## config.mk

```make
export PLATFORM = sky130hd
export DESIGN_NAME = frame_strobe_sequencer
export DESIGN_NICKNAME = d
export VERILOG_FILES = /design/src/rtl/frame_strobe_sequencer.sv
export SDC_FILE = /design/constraint.sdc
export NUM_CORES = 1
export LEC_CHECK = 0
export ABC_AREA = 0
export CAP_MARGIN = 0
export CORE_MARGIN = 2
export CORE_UTILIZATION = 37
export DETAILED_ROUTE_END_ITERATION = 12
export HOLD_SLACK_MARGIN = 0.02
export PLACE_DENSITY = 0.66
export SYNTH_ARGS = -nofsm -noshare
export SYNTH_HDL_FRONTEND = slang
export SYNTH_SLANG_ARGS = --single-unit
```

## constraint.sdc

```tcl
create_clock -name UserCLK -period 3.1 [get_ports UserCLK]
set_input_delay 0.62 -clock UserCLK [delete_from_list [all_inputs] [get_ports UserCLK]]
set_output_delay 0.62 -clock UserCLK [all_outputs]
set_load 0.1 [all_outputs]
```

## src/rtl/frame_strobe_sequencer.sv

```systemverilog
// Frame-write sequencer for one fabric column: takes (frame, data) commands and drives FrameData
// plus a registered one-hot FrameStrobe with programmable setup / strobe / hold timing.
module frame_strobe_sequencer #(
  parameter int MaxFramesPerCol = 20,
  parameter int FrameBitsPerRow = 32,
  parameter int SETUP_CYCLES    = 1,
  parameter int STROBE_CYCLES   = 1,
  parameter int HOLD_CYCLES     = 1
) (
  input  logic                       UserCLK,
  input  logic                       Reset,
  input  logic                       cmd_valid,
  output logic                       cmd_ready,
  input  logic [4:0]                 cmd_frame,
  input  logic [FrameBitsPerRow-1:0] cmd_data,
  input  logic                       err_clr,
  output logic [FrameBitsPerRow-1:0] FrameData,
  output logic [MaxFramesPerCol-1:0] FrameStrobe,
  output logic                       busy,
  output logic                       err_addr,
  output logic [15:0]                frames_written
);

  typedef enum logic [1:0] {IDLE, SETUP, STROBE, HOLD} state_t;

  // Timer reload values: a timed state lasts (reload + 1) cycles.
  localparam logic [7:0] SETUP_LOAD  = 8'(SETUP_CYCLES - 1);
  localparam logic [7:0] STROBE_LOAD = 8'(STROBE_CYCLES - 1);
  localparam logic [7:0] HOLD_LOAD   = 8'(HOLD_CYCLES - 1);
  localparam logic [5:0] FRAME_LIMIT = (MaxFramesPerCol > 32) ? 6'd32 : 6'(MaxFramesPerCol);

  state_t                     state;
  logic [7:0]                 timer;
  logic [4:0]                 frame_idx;
  logic [MaxFramesPerCol-1:0] strobe_sel;
  logic                       accept;
  logic                       frame_ok;
  logic                       timer_done;

  assign cmd_ready  = (state == IDLE);
  assign busy       = (state != IDLE);
  assign accept     = cmd_valid & cmd_ready;
  assign frame_ok   = ({1'b0, cmd_frame} < FRAME_LIMIT);
  assign timer_done = (timer == 8'd0);

  // One-hot decode of the latched index; lines beyond the 5-bit index range can never be selected.
  genvar gi;
  generate
    for (gi = 0; gi < MaxFramesPerCol; gi++) begin : g_sel
      if (gi < 32) begin : g_reach
        assign strobe_sel[gi] = (frame_idx == 5'(gi));
      end else begin : g_unreach
        assign strobe_sel[gi] = 1'b0;
      end
    end
  endgenerate

  always_ff @(posedge UserCLK or posedge Reset) begin
    if (Reset) begin
      state          <= IDLE;
      timer          <= 8'd0;
      frame_idx      <= 5'd0;
      FrameData      <= '0;
      FrameStrobe    <= '0;
      err_addr       <= 1'b0;
      frames_written <= 16'd0;
    end else begin
      // A new address error outranks a simultaneous clear.
      if (accept && !frame_ok) begin
        err_addr <= 1'b1;
      end else if (err_clr) begin
        err_addr <= 1'b0;
      end

      case (state)
        IDLE: begin
          FrameStrobe <= '0;
          if (accept && frame_ok) begin
            FrameData <= cmd_data;
            frame_idx <= cmd_frame;
            timer     <= SETUP_LOAD;
            state     <= SETUP;
          end
        end
        SETUP: begin
          if (timer_done) begin
            FrameStrobe <= strobe_sel;
            timer       <= STROBE_LOAD;
            state       <= STROBE;
          end else begin
            timer <= timer - 8'd1;
          end
        end
        STROBE: begin
          if (timer_done) begin
            FrameStrobe    <= '0;
            frames_written <= frames_written + 16'd1;
            timer          <= HOLD_LOAD;
            state          <= HOLD;
          end else begin
            timer <= timer - 8'd1;
          end
        end
        HOLD: begin
          FrameStrobe <= '0;
          if (timer_done) begin
            state <= IDLE;
          end else begin
            timer <= timer - 8'd1;
          end
        end
        default: begin
          FrameStrobe <= '0;
          state       <= IDLE;
        end
      endcase
    end
  end

endmodule
```

==> impl_metrics.toml <==
[route]
drtIter0Drc = 99
drc = 0
vias = 2656
drtPass1Iterations = 4
avgRoutedWirePerCell_microns = 14.4
totalWireLength_microns = 7900
vias_per_cell = 4.86
ant_nets = 0

[logic_synthesis]
synth_top_family_by_area = "simple AND/OR/NAND/NOR gates"
synth_top_cell_by_area = "dfrtp_1"
synth_compound_area_share_pct = 9.56
synth_seq_cells = 84
synth_area_leaders = "dfrtp_1 (57%), mux2_2 (12%), o31ai_1 (3.3%)"
netlist.area_leader.share_pct = 57.4
ys_warn_count = 0
ys_seq_area_share_pct = 57.4
avgSynthCellArea_sq_um = 12.5
ys_types = 44
post_synth_xor_area_fraction_pct = 3.58
synthAdderAreaFrac_pct = 2.73
synth-simple-area-share_pct = 12.4
netlist_area_sq_mm = 0.00366
yosys-mux-area-fraction_pct = 12.2
synth_fp_nets = 342
syn_inst = 293

[critical_path]
cp_top_family = "buffers and inverters"
path_max_fanout = 25
reg2reg_from = "timer[0]$_DFFE_PP0P_"
r2r-end = "state[1]$_DFFE_PP0P_"
crit_path_start = "cmd_frame[2]"
r2r_setup_slack_ns = 0.93
critPathMaxStageDelay_ns = 0.47
path_class = "in2reg"
cp_num_cells = 5
end_kind = "register"
cp-start-kind = "input port"
critPathRequiredTime_ns = 3.34
crit_end = "frame_idx[2]$_DFFE_PP0P_"
slowest_stage = "nor2b_4"
path_cells = "clkdlybuf4s50_1 -> o21ai_0 -> nor2b_4 -> buf_12 -> mux2_2"
reg2reg_depth = 6
path_buf_inv = 2
worstPathArrival_ns = 2.43

[timing]
fin_skew_ns = 0.0108
worst_pin_slew_ns = 0.622
tns_ns = 0
rsz0062_at_grt = "false"
finalWorstPathRequiredPeriod_ns = 2.20
fmax_mhz = 455
slew_viol_final = 0
max_slew_margin_pct = 58.5
setup_violations = 0
min_period_over_period_pct = 70.8
hold_viol_final = 0

[floorplan]
rows = 36
die_h_microns = 104
start_util_pct = 37.8
die_x_microns = 104
ios = 112
fp.dieArea_sq_mm = 0.0107
fp.coreArea_sq_mm = 0.00968

[run_status]
outcome = "completed"

[global_route]
grt_pass1_vias = 2724
antenna_found_initial = 0
grt.overflow.total = 0
grt_max_degree = 43
grtUsageTotal_pct = 15.6
grt_pass1_wl_microns = 13700

[layout]
layout_commonest_cell = "dfrtp_1"
antenna_cells = 0
drive_above_1_share_pct = 34.5
layout.nets = 458
layout_common_cells = "dfrtp_1 (84), buf_4 (73), clkdlybuf4s50_1 (40)"
synthToLayoutAreaGrowth_pct = 36.1

[clock_tree]
cts_tree = "yes"
cts.sinks = 84
clockBufferDepth = 2
h-tree-depth = 3
postCtsSetupRepairBufs = 0
root_buffer = "clkbuf_8"
path_clk_slew_ns = 0.09
clk_latency_ns = 0.35
cts_hold_buffers = 0
tritoncts.num_buffers = 9
cts_resized = 0

[placed_design]
place.port_buffers = 111
gp_congestion = 0.737
hpwl_microns = 5810

[worst_hold_path]
worstHoldPathType = "reg2reg"

[run]
maxCapViolCount = 0
-- cell type report --
cell class	count	area, sq um
fill	875	4700
multi-input combinational	190	1500
sequential	84	2100
inverter	9	35.0
timing repair buffer	115	988
clock inverter	6	72.6
tap	133	166
clock buffer	10	128
-- state kept, by name, indices dropped and copies added, names as in the netlist --
name            cells
err_addr            1
frames_written     16
FrameStrobe        20
state               2
frame_idx           5
timer               8
FrameData          32
-- metrics by stage --
stage	instances	utilization, %	area (sq um)	setup slack, ns	hold slack [ns]
CTS	547	51.5	4990	0.903	0.478
finish	547	51.5	4990	0.904	0.476
global placement	531	49.4	4790	0.549	0.462
detailed placement	531	49.4	4790	0.511	0.466
global route	547	51.5	4990	0.806	0.513
floorplan	293	-	3660	0.00158	0.483
-- worst register-to-register path: stages, from the launching register on --
cell and delay [ns]:
dfrtp_1 0.41, inv_1 0.12, ha_1 0.22, nor4b_4 0.46, nand2_2 0.20, a21oi_1 0.29
mux2_2 0.37
-- cells by family after synthesis --
family	count (synthesis)
fa+ha+maj	8
flops	84
xor+xnor	15
mux	40
buf+inv	19
simple gates	83
compound gates	44
-- Yosys cell counts --
cell type,number
o41ai_2,5
nand2b_1,5
nor3_4,1
xnor2_1,5
nor4b_1,1
nand3_1,9
nand2_1,31
or3b_2,1
nor2b_1,3
nand2_2,1
nand4_2,1
o31a_1,1
o31ai_1,16
nand3b_1,2
nor2_1,9
nor3b_2,1
nor3b_1,1
mux2_2,38
buf_2,5
o22ai_1,2
a21oi_1,6
nor4_1,3
or2_2,1
mux2i_1,2
and4_1,2
dfrtp_1,84
o21bai_1,2
inv_1,9
a31oi_1,2
o311ai_0,1
buf_1,2
o21ai_0,4
nor4b_4,1
nor3_1,6
nand4_1,1
or4_1,1
ha_1,8
xor2_1,10
clkbuf_1,3
a22o_1,1
o22a_1,2
and3_1,2
a21o_1,1
a22oi_1,1
-- layer usage --
layer,part of all wire [%],track usage (%),up-vias
met5,0,0,-
met4,1.2,4.83,0
met3,6.2,4.34,10
met2,49,24.6,71
met1,44,20.9,1296
li1,-,-,1279
-- how the worst min path moves through the flow --
stage                                               from                             end  slack (ns)  cells past startpoint
after detailed placement  frames_written[15]$_DFFE_PP0P_  frames_written[15]$_DFFE_PP0P_        0.47                      1
after global routing          FrameStrobe[3]$_DFFE_PP0P_      FrameStrobe[3]$_DFFE_PP0P_        0.51                      2
after CTS                 frames_written[15]$_DFFE_PP0P_  frames_written[15]$_DFFE_PP0P_        0.48                      1
after floorplan                 frame_idx[4]$_DFFE_PP0P_        frame_idx[4]$_DFFE_PP0P_        0.48                      1
after global placement       FrameStrobe[14]$_DFFE_PP0P_     FrameStrobe[14]$_DFFE_PP0P_        0.46                      2
final                     frames_written[15]$_DFFE_PP0P_  frames_written[15]$_DFFE_PP0P_        0.48                      1
Power is not shown: default switching activity piles up to over one toggle a cycle in this logic, so the estimate is an artifact.
